===== config.mk =====
export PLATFORM = sky130hd
export DESIGN_NAME = dpm_shf_seq_flat
export DESIGN_NICKNAME = d
export VERILOG_FILES = /design/src/rtl/dpm_shf_seq_if.sv /design/src/rtl/dpm_shf_seq.sv /design/src/flat_wrapper.sv
export SDC_FILE = /design/constraint.sdc
export NUM_CORES = 1
export LEC_CHECK = 0
export BUFFER_PORTS_ARGS = -buffer_cell sky130_fd_sc_hd__buf_4
export CAP_MARGIN = 10
export CORE_MARGIN = 3
export CORE_UTILIZATION = 54
export DETAILED_ROUTE_END_ITERATION = 8
export PLACE_DENSITY_LB_ADDON = 0.3
export SYNTH_ARGS = -nofsm -noshare
export SYNTH_HDL_FRONTEND = slang
export SYNTH_SLANG_ARGS = --single-unit

===== constraint.sdc =====
create_clock -name phase_h -period 2.11 [get_ports phase_h]
set_input_delay 0.422 -clock phase_h [delete_from_list [all_inputs] [get_ports phase_h]]
set_output_delay 0.422 -clock phase_h [all_outputs]
set_load 0.005 [all_outputs]

===== src/rtl/dpm_shf_seq_if.sv =====
// dpm_shf_seq_if: WBUS load / start handshake and SRM control bundle for the
// DPM field-extract sequencer. The master side drives loads and start; the
// slave side (the sequencer) drives status and the active-low SRM controls.
interface dpm_shf_seq_if;
  logic [7:0] wbus_h;
  logic       ld_pos_h;
  logic       ld_size_h;
  logic       start_h;
  logic       busy_h;
  logic       done_h;
  logic       rsv_h;
  logic       pass_h;
  logic [4:0] shf_l;
  logic [1:0] pri_l;
  logic [5:0] sec_l;

  modport master (
    output wbus_h, ld_pos_h, ld_size_h, start_h,
    input  busy_h, done_h, rsv_h, pass_h, shf_l, pri_l, sec_l
  );

  modport slave (
    input  wbus_h, ld_pos_h, ld_size_h, start_h,
    output busy_h, done_h, rsv_h, pass_h, shf_l, pri_l, sec_l
  );
endinterface


===== src/rtl/dpm_shf_seq.sv =====
// dpm_shf_seq: field-extract sequencer upstream of the DPM SRM slices.
// Holds POS/SIZE, and on start issues one or two single-cycle extract passes
// (two when the field straddles the longword boundary).
// Optional feature macro: SHF_SEQ_ZERO_SIZE_EN (SIZE=0 emits a literal-zero pass).
// The SRM function codes normally come from srkmacros.vh; fallbacks are kept
// here so the block builds stand-alone.
`ifndef PRI_EXTZ_MM
`define PRI_EXTZ_MM 2'b00
`endif
`ifndef PRI_EXTZ_MR
`define PRI_EXTZ_MR 2'b01
`endif
`ifndef PRI_EXTZ_RR
`define PRI_EXTZ_RR 2'b10
`endif
`ifndef PRI_SECOND
`define PRI_SECOND 2'b11
`endif
`ifndef SEC_LITZERO
`define SEC_LITZERO 6'h20
`endif

module dpm_shf_seq #(
  parameter int POS_W  = 5,
  parameter int SIZE_W = 6
) (
  input  logic          phase_h,
  input  logic          reset_l,
  dpm_shf_seq_if.slave  sif
);

  typedef enum logic [1:0] {ST_IDLE, ST_P1, ST_P2, ST_DONE} state_t;

  state_t              r_state;
  state_t              w_state_nxt;
  logic [POS_W-1:0]    r_pos;
  logic [SIZE_W-1:0]   r_size;
  logic                r_split;
  logic [5:0]          r_p2_cnt;
  logic                r_busy, r_done, r_rsv, r_pass;
  logic [4:0]          r_shf;
  logic [1:0]          r_pri;
  logic [5:0]          r_sec;

  logic                w_split_nxt;
  logic [5:0]          w_p2_cnt_nxt;
  logic                w_busy, w_done, w_rsv, w_pass;
  logic [4:0]          w_shf;
  logic [1:0]          w_pri;
  logic [5:0]          w_sec;
  logic [SIZE_W:0]     w_end;
  logic                w_unused_wbus;

  // End bit of the field, one bit wider than SIZE so it never wraps.
  assign w_end = {{(SIZE_W + 1 - POS_W){1'b0}}, r_pos} + {1'b0, r_size};

  assign w_unused_wbus = ^sif.wbus_h[7:6];

  // Next state and the control values for the state being entered.
  always_comb begin
    w_state_nxt  = r_state;
    w_split_nxt  = r_split;
    w_p2_cnt_nxt = r_p2_cnt;
    w_busy       = 1'b0;
    w_done       = 1'b0;
    w_rsv        = 1'b0;
    w_pass       = 1'b0;
    w_shf        = 5'h1F;
    w_pri        = ~`PRI_EXTZ_MM;
    w_sec        = 6'h3F;
    case (r_state)
      ST_IDLE: begin
        if (sif.start_h) begin
          if (r_size > 6'd32) begin
            // Reserved operand: report and finish without issuing a pass.
            w_state_nxt = ST_DONE;
            w_rsv       = 1'b1;
            w_done      = 1'b1;
          end else begin
            // Split decision and second-pass count are latched here so a
            // load in the same cycle cannot disturb the running sequence.
            w_state_nxt  = ST_P1;
            w_busy       = 1'b1;
            w_split_nxt  = (w_end > 7'd32);
            w_p2_cnt_nxt = w_end[5:0] - 6'd32;
            w_shf        = ~r_pos;
            w_sec        = ~r_size;
            if (w_end > 7'd32) begin
              w_pri = ~`PRI_EXTZ_MR;
            end else begin
              w_pri = ~`PRI_EXTZ_MM;
            end
`ifdef SHF_SEQ_ZERO_SIZE_EN
            if (r_size == 6'd0) begin
              w_shf = ~5'd0;
              w_pri = ~`PRI_SECOND;
              w_sec = ~`SEC_LITZERO;
            end else begin
              w_shf = ~r_pos;
            end
`endif
          end
        end else begin
          w_state_nxt = ST_IDLE;
        end
      end
      ST_P1: begin
        if (r_split) begin
          w_state_nxt = ST_P2;
          w_busy      = 1'b1;
          w_pass      = 1'b1;
          w_shf       = ~5'd0;
          w_pri       = ~`PRI_EXTZ_RR;
          w_sec       = ~r_p2_cnt;
        end else begin
          w_state_nxt = ST_DONE;
          w_done      = 1'b1;
        end
      end
      ST_P2: begin
        w_state_nxt = ST_DONE;
        w_done      = 1'b1;
      end
      ST_DONE: begin
        w_state_nxt = ST_IDLE;
      end
      default: begin
        w_state_nxt = ST_IDLE;
      end
    endcase
  end

  // State register and registered SRM controls / status.
  always_ff @(posedge phase_h or negedge reset_l) begin
    if (!reset_l) begin
      r_state  <= ST_IDLE;
      r_split  <= 1'b0;
      r_p2_cnt <= 6'd0;
      r_busy   <= 1'b0;
      r_done   <= 1'b0;
      r_rsv    <= 1'b0;
      r_pass   <= 1'b0;
      r_shf    <= 5'h1F;
      r_pri    <= ~`PRI_EXTZ_MM;
      r_sec    <= 6'h3F;
    end else begin
      r_state  <= w_state_nxt;
      r_split  <= w_split_nxt;
      r_p2_cnt <= w_p2_cnt_nxt;
      r_busy   <= w_busy;
      r_done   <= w_done;
      r_rsv    <= w_rsv;
      r_pass   <= w_pass;
      r_shf    <= w_shf;
      r_pri    <= w_pri;
      r_sec    <= w_sec;
    end
  end

  // POS/SIZE loads from WBUS, accepted only while no pass is in flight.
  always_ff @(posedge phase_h or negedge reset_l) begin
    if (!reset_l) begin
      r_pos  <= '0;
      r_size <= '0;
    end else if (!r_busy) begin
      if (sif.ld_pos_h) begin
        r_pos <= sif.wbus_h[POS_W-1:0];
      end
      if (sif.ld_size_h) begin
        r_size <= sif.wbus_h[SIZE_W-1:0];
      end
    end
  end

  assign sif.busy_h = r_busy;
  assign sif.done_h = r_done;
  assign sif.rsv_h  = r_rsv;
  assign sif.pass_h = r_pass;
  assign sif.shf_l  = r_shf;
  assign sif.pri_l  = r_pri;
  assign sif.sec_l  = r_sec;

endmodule


===== src/flat_wrapper.sv =====
// flat-port wrapper written by rule: the top's interface ports become plain ports
module dpm_shf_seq_flat 
#(
  parameter int POS_W  = 5,
  parameter int SIZE_W = 6
)
  (phase_h, reset_l, sif_wbus_h, sif_ld_pos_h, sif_ld_size_h, sif_start_h, sif_busy_h, sif_done_h, sif_rsv_h, sif_pass_h, sif_shf_l, sif_pri_l, sif_sec_l);
  dpm_shf_seq_if sif_i ();
  input  logic phase_h;
  input  logic reset_l;
  input wire logic [$bits(sif_i.wbus_h)-1:0] sif_wbus_h;
  input wire logic [$bits(sif_i.ld_pos_h)-1:0] sif_ld_pos_h;
  input wire logic [$bits(sif_i.ld_size_h)-1:0] sif_ld_size_h;
  input wire logic [$bits(sif_i.start_h)-1:0] sif_start_h;
  output wire logic [$bits(sif_i.busy_h)-1:0] sif_busy_h;
  output wire logic [$bits(sif_i.done_h)-1:0] sif_done_h;
  output wire logic [$bits(sif_i.rsv_h)-1:0] sif_rsv_h;
  output wire logic [$bits(sif_i.pass_h)-1:0] sif_pass_h;
  output wire logic [$bits(sif_i.shf_l)-1:0] sif_shf_l;
  output wire logic [$bits(sif_i.pri_l)-1:0] sif_pri_l;
  output wire logic [$bits(sif_i.sec_l)-1:0] sif_sec_l;
  assign sif_i.wbus_h = sif_wbus_h;
  assign sif_i.ld_pos_h = sif_ld_pos_h;
  assign sif_i.ld_size_h = sif_ld_size_h;
  assign sif_i.start_h = sif_start_h;
  assign sif_busy_h = sif_i.busy_h;
  assign sif_done_h = sif_i.done_h;
  assign sif_rsv_h = sif_i.rsv_h;
  assign sif_pass_h = sif_i.pass_h;
  assign sif_shf_l = sif_i.shf_l;
  assign sif_pri_l = sif_i.pri_l;
  assign sif_sec_l = sif_i.sec_l;
  dpm_shf_seq #(.POS_W(POS_W), .SIZE_W(SIZE_W)) u_core (.phase_h(phase_h), .reset_l(reset_l), .sif(sif_i));
endmodule

Yosys cells after proc, flatten, opt, wreduce, memory -nomap -nowiden --
Index checks and enable logic that the tools add are counted.
Storage, ports and cells: flip-flop bits (word level) 37, latch bits 0, RAM bits 0, bits in read-only memories 0, input port bits 13, output and inout bits 17, logic and storage cells 54, memories 0
Cells by class: add/sub/neg operators 2, multiply operators 0, div/mod/pow operators 0, magnitude comparators 2, eq/ne operators 3, shifts and indexed selects 0, mux-type cells 26, bitwise logic cells 5, reduce and logical (&&, ||, !) cells 4
Operator list (number):
- two-way mux 6 bit | 3
- two-way mux 5 bit | 3
- NOT 6 bit | 2
- case mux 6 bit (2 select lines) | 1
- two-way mux 1 bit | 10
- two-way mux 2 bit | 5
- case mux 2 bit (4 select lines) | 1
- adder 5 x 6 -> 7 bit | 1
- > comparator 7 x 6 -> 1 bit, second input constant | 1
- > comparator 6 bit, second input constant | 1
- subtractor 6 bit, second input constant | 1
- NOT 5 bit | 1
- == test 2 bit, second input constant | 2
- case mux 2 bit (2 select lines) | 1
- AND reduction 2 bit | 2
- case mux 1 bit (3 select lines) | 1
- AND reduction 3 bit | 1
- == test 2 x 1 -> 1 bit, second input constant | 1
- logical NOT 2 bit | 1
- NOT 1 bit | 2
- case mux 1 bit (2 select lines) | 1

Depth between registers and ports, before layout --
depth in word-level cells 6, mapped depth 8, gate-level depth less buffers 8

Least setup slack after synthesis --
Ideal clock, no wire load.
kind register -> register, start register u_core.r_size[0], end register u_core.r_split, library setup time 0.146 ns, arrival 1.747 ns, setup slack 0.218 ns, stages on the path, launching flop included 9, path buffers 0, clock period less this slack 1.892 ns, path through dfrtp_1 -> ha_1 -> inv_1 -> fa_1 -> nand2b_1 -> a21oi_1 -> xor2_1 -> o311ai_1 -> o211ai_1
On the way: cells in the longest elaborated chain, start to end 3, elaborated cells between the ends (all ways) 5, classes of those cells add/sub (1); order compare (2); bitwise (1); reduce/logical (1)
RTL lines:
- start, declared | RTL line dpm_shf_seq.sv:37 | logic [SIZE_W-1:0] r_size;
- start signal, assigned | RTL line dpm_shf_seq.sv:170 | r_size <= sif.wbus_h[SIZE_W-1:0];
- branches (longest 3 deep; another with adder 5 x 6 -> 7 bit)
- end signal, assigned | RTL line dpm_shf_seq.sv:148 | r_split <= w_split_nxt;
- end, declared | RTL line dpm_shf_seq.sv:38 | logic r_split;
Parallel ways; which one is timed is not known. A chain may end at the register's enable or synchronous reset.

Worst setup path in the final report --
start register u_core.r_size[0], end register u_core.r_pri[0] (netlist: u_core.sif.pri_l[0])
On the way: cells in the longest elaborated chain, start to end 6, elaborated cells between the ends (all ways) 7, classes of those cells add/sub (1); order compare (2); mux (4)
RTL lines:
- adder 5 x 6 -> 7 bit | RTL line dpm_shf_seq.sv:55 | assign w_end = {{(SIZE_W + 1 - POS_W){1'b0}}, r_pos} + {1'b0, r_size};
- > comparator 7 x 6 -> 1 bit | RTL line dpm_shf_seq.sv:88 | if (w_end > 7'd32) begin
- two-way mux 1 bit | RTL line dpm_shf_seq.sv:88
- two-way mux 2 bit * | RTL line dpm_shf_seq.sv:74 | if (r_size > 6'd32) begin
- two-way mux 2 bit * | RTL line dpm_shf_seq.sv:73 | if (sif.start_h) begin
- case mux 2 bit (2 select lines) * | RTL line dpm_shf_seq.sv:71 | case (r_state)
- via u_core.w_pri[0] | RTL line dpm_shf_seq.sv:49 | logic [1:0] w_pri;
- end signal, assigned | RTL line dpm_shf_seq.sv:144 | r_pri <= ~`PRI_EXTZ_MM;
- end signal, assigned | RTL line dpm_shf_seq.sv:155 | r_pri <= w_pri;
- end, declared | RTL line dpm_shf_seq.sv:42 | logic [1:0] r_pri;
The timed path passes the listed nets; every way through them passes the cells marked *.

==> results.py <==
metrics = {
    "layout": {
        "fillers": 208,
        "area_growth_pct": 19.4,
        "stdcell_count": 236,
        "fin_nets": 217,
        "seq_area_sq_um": 942,
        "multi_input_area_sq_um": 726,
        "diodes": 0,
        "final_cell_mix": "30 x buf_4, 29 x nand2_1, 24 x dfrtp_1",
        "design_area_sq_um": 2030,
        "layout_commonest_cell": "buf_4",
        "drive_above_1_share_pct": 31.4,
        "final_util_pct": 70.6,
    },
    "cts": {
        "cts.htree.levels": 2,
        "clock_latency_ps": 350,
        "numCtsBuffers": 5,
        "cts_tree": "done",
        "clock_sinks": 37,
        "clk_pin_slew_ps": 110,
        "cts_setup_buffers": 0,
        "cts_root_buf": "clkbuf_4",
        "clk_path_buf_depth": 2,
    },
    "sta": {
        "fin_setup_tns_ps": 0,
        "setup_viol": 0,
        "post-route-min-period_ps": 2040,
        "slew_headroom_pct": 66.0,
        "slew_viol_final": 0,
        "worstMarginPinSlew_ps": 508,
        "rsz0062_at_grt": "false",
        "period_share_pct": 96.6,
        "fmax_ghz": 0.491,
        "hold_violations": 0,
        "layout_setup_ws_ps": 72.4,
        "holdWs_ps": 9.72,
        "skew_ps": 8.60,
    },
    "power_and_ir_drop": {
        "vdd_drop_max_mv": 0.862,
        "finalPower_mw": 2.83,
        "p_leak_nw": 0.937,
        "power_density_nw_per_um2": 1400,
    },
    "worst_setup_path": {
        "start_kind": "flop",
        "crit_required_ps": 2390,
        "cp-end-kind": "flop",
        "worstPathArrival_ps": 2320,
        "reg2reg_slack_ps": 70,
        "cp_max_fo": 3,
        "crit_type": "reg2reg",
    },
    "global_routing": {
        "track_usage_pct": 20.0,
        "grt_pass1_vias": 1377,
        "grt_max_degree": 38,
        "grt_pass1_wl_um": 6000,
        "gr-total-overflow": 0,
        "antenna_found_initial": 0,
    },
    "synth": {
        "synth_simple_gate_area_share_pct": 16.0,
        "ys_warn_count": 0,
        "syn_area_sq_um": 1700,
        "synth_compound_area_share_pct": 10.2,
        "synthFlopType": "dfrtp_1",
        "synth_edf_count": 0,
        "synth_seq_cells": 37,
        "syn_nets": 184,
        "synth_async_sr_flop_share_pct": 100,
        "seq_area_frac_synth_pct": 55.4,
        "synthCells": 161,
        "synth_top_family_by_area": "simple AND/OR/NAND/NOR gates",
        "synth_fa_ha_area_share_pct": 7.80,
        "synth.area.mux_share_pct": 5.89,
        "syn_area_per_cell_sq_um": 10.6,
        "synth-xor-area-share_pct": 1.55,
        "synth_cell_types": 34,
    },
    "floorplan": {
        "ios": 30,
        "coreArea_sq_um": 2880,
        "start_util_pct": 59.1,
        "row_count": 19,
        "die_h_um": 62.1,
        "die_x_um": 62.1,
        "dieArea_sq_um": 3860,
    },
    "route": {
        "wl_per_cell_um": 14.7,
        "first_pass_iters": 4,
        "drcViolationCount": 0,
        "ant_nets": 0,
        "wl_um": 3460,
        "num_vias": 1287,
        "routed_via_density": 5.45,
        "drt_first_iter_violations": 29,
    },
    "min_path": {
        "hold_class": "in2async",
    },
    "placed_design": {
        "dp_cells": 229,
        "dpl.hpwl_um": 2540,
        "place.gp.congestion": 0.877,
        "pre_cts_slack_ps": 66.6,
        "place_area_sq_um": 1960,
        "numPortBuffers": 27,
    },
    "status": {
        "status": "complete, no violations",
    },
    "run": {
        "max_cap_viol_count": 0,
    },
}
==> where the power goes <==
group | internal [mW] | switching, mW
sequential | 1.02 | 0.165
combinational | 0.584 | 0.721
clock | 0.123 | 0.221
total | 1.72 | 1.11
==> per-layer routing <==
metal	routed length [um]	part of all wire [%]	track usage, %
met4	133	3.8	9.94
met1	1390	40	20.9
met5	0	0	0
met2	1730	50	35.3
met3	214	6.2	7.39
==> registers in the layout, summed over array words and instances (netlist names) <==
name / cells
u_core.sif.sec_l: 6
u_core.r_pos: 5
u_core.sif.pass_h: 1
u_core.sif.pri_l: 2
u_core.sif.rsv_h: 1
u_core.sif.done_h: 1
u_core.r_state: 2
u_core.r_split: 1
u_core.r_size: 6
u_core.r_p2_cnt: 6
u_core.sif.shf_l: 5
u_core.sif.busy_h: 1
==> cell usage after synthesis (2+ instances only) <==
library cell	n	area share [%]
ha_1	9	6.6
or3_1	2	0.74
dfrtp_1	24	35
o21ai_0	7	2.1
inv_1	9	2.0
xor2_1	3	1.5
a21oi_1	9	2.6
dfstp_2	13	20
nor2b_1	4	1.5
mux2_2	7	4.6
clkbuf_1	3	0.66
nor2_1	6	1.3
and3_1	3	1.1
nand3_1	2	0.59
a21o_1	2	0.88
o21ai_1	9	2.6
nand2_1	29	6.4
nor3b_1	2	0.88
nand2b_1	3	1.1
==> critical path, cell delays in order, from the launching register on <==
cell     delay (ps)
dfrtp_1         400
buf_4           150
or4_1           530
or3_1           350
or3_1           380
a21o_1          180
==> cell type report <==
type	count	area share, %
clock buffer	6	2.03
multi-input combinational	110	35.8
tap	42	2.59
inverter	10	1.85
sequential	37	46.4
clock inverter	1	0.247
timing repair buffer	30	11.1
==> timing repair <==
action / CTS / global route
gates resized for setup: 0 / 5
hold buffers: 0 / 0
setup endpoints to repair: 0 / 2
==> cell families (layout without fill, tap and decap cells) <==
group / after synthesis / count (layout)
compound gates: 31 / 31
xor+xnor: 3 / 3
fa+ha+maj: 10 / 10
buf+inv: 14 / 47
flops: 37 / 37
mux: 9 / 9
simple gates: 57 / 57
==> final timing paths <==
| path | start | to | depth (start not counted) |
|---|---|---|---|
| worst max-delay path | u_core.r_size[0] | u_core.sif.pri_l[0] | 5 |
| worst min-delay path | reset_l | u_core.r_size[2] | 1 |
| worst max register to register | u_core.r_size[0] | u_core.sif.pri_l[0] | 5 |
| worst min register to register | u_core.r_pos[2] | u_core.sif.shf_l[2] | 1 |
| max in group asynchronous | reset_l | u_core.sif.pri_l[0] | 1 |
| min in group phase_h | sif_wbus_h[5] | u_core.r_size[5] | 3 |
No activity file was read; power rests on OpenSTA's default activity.
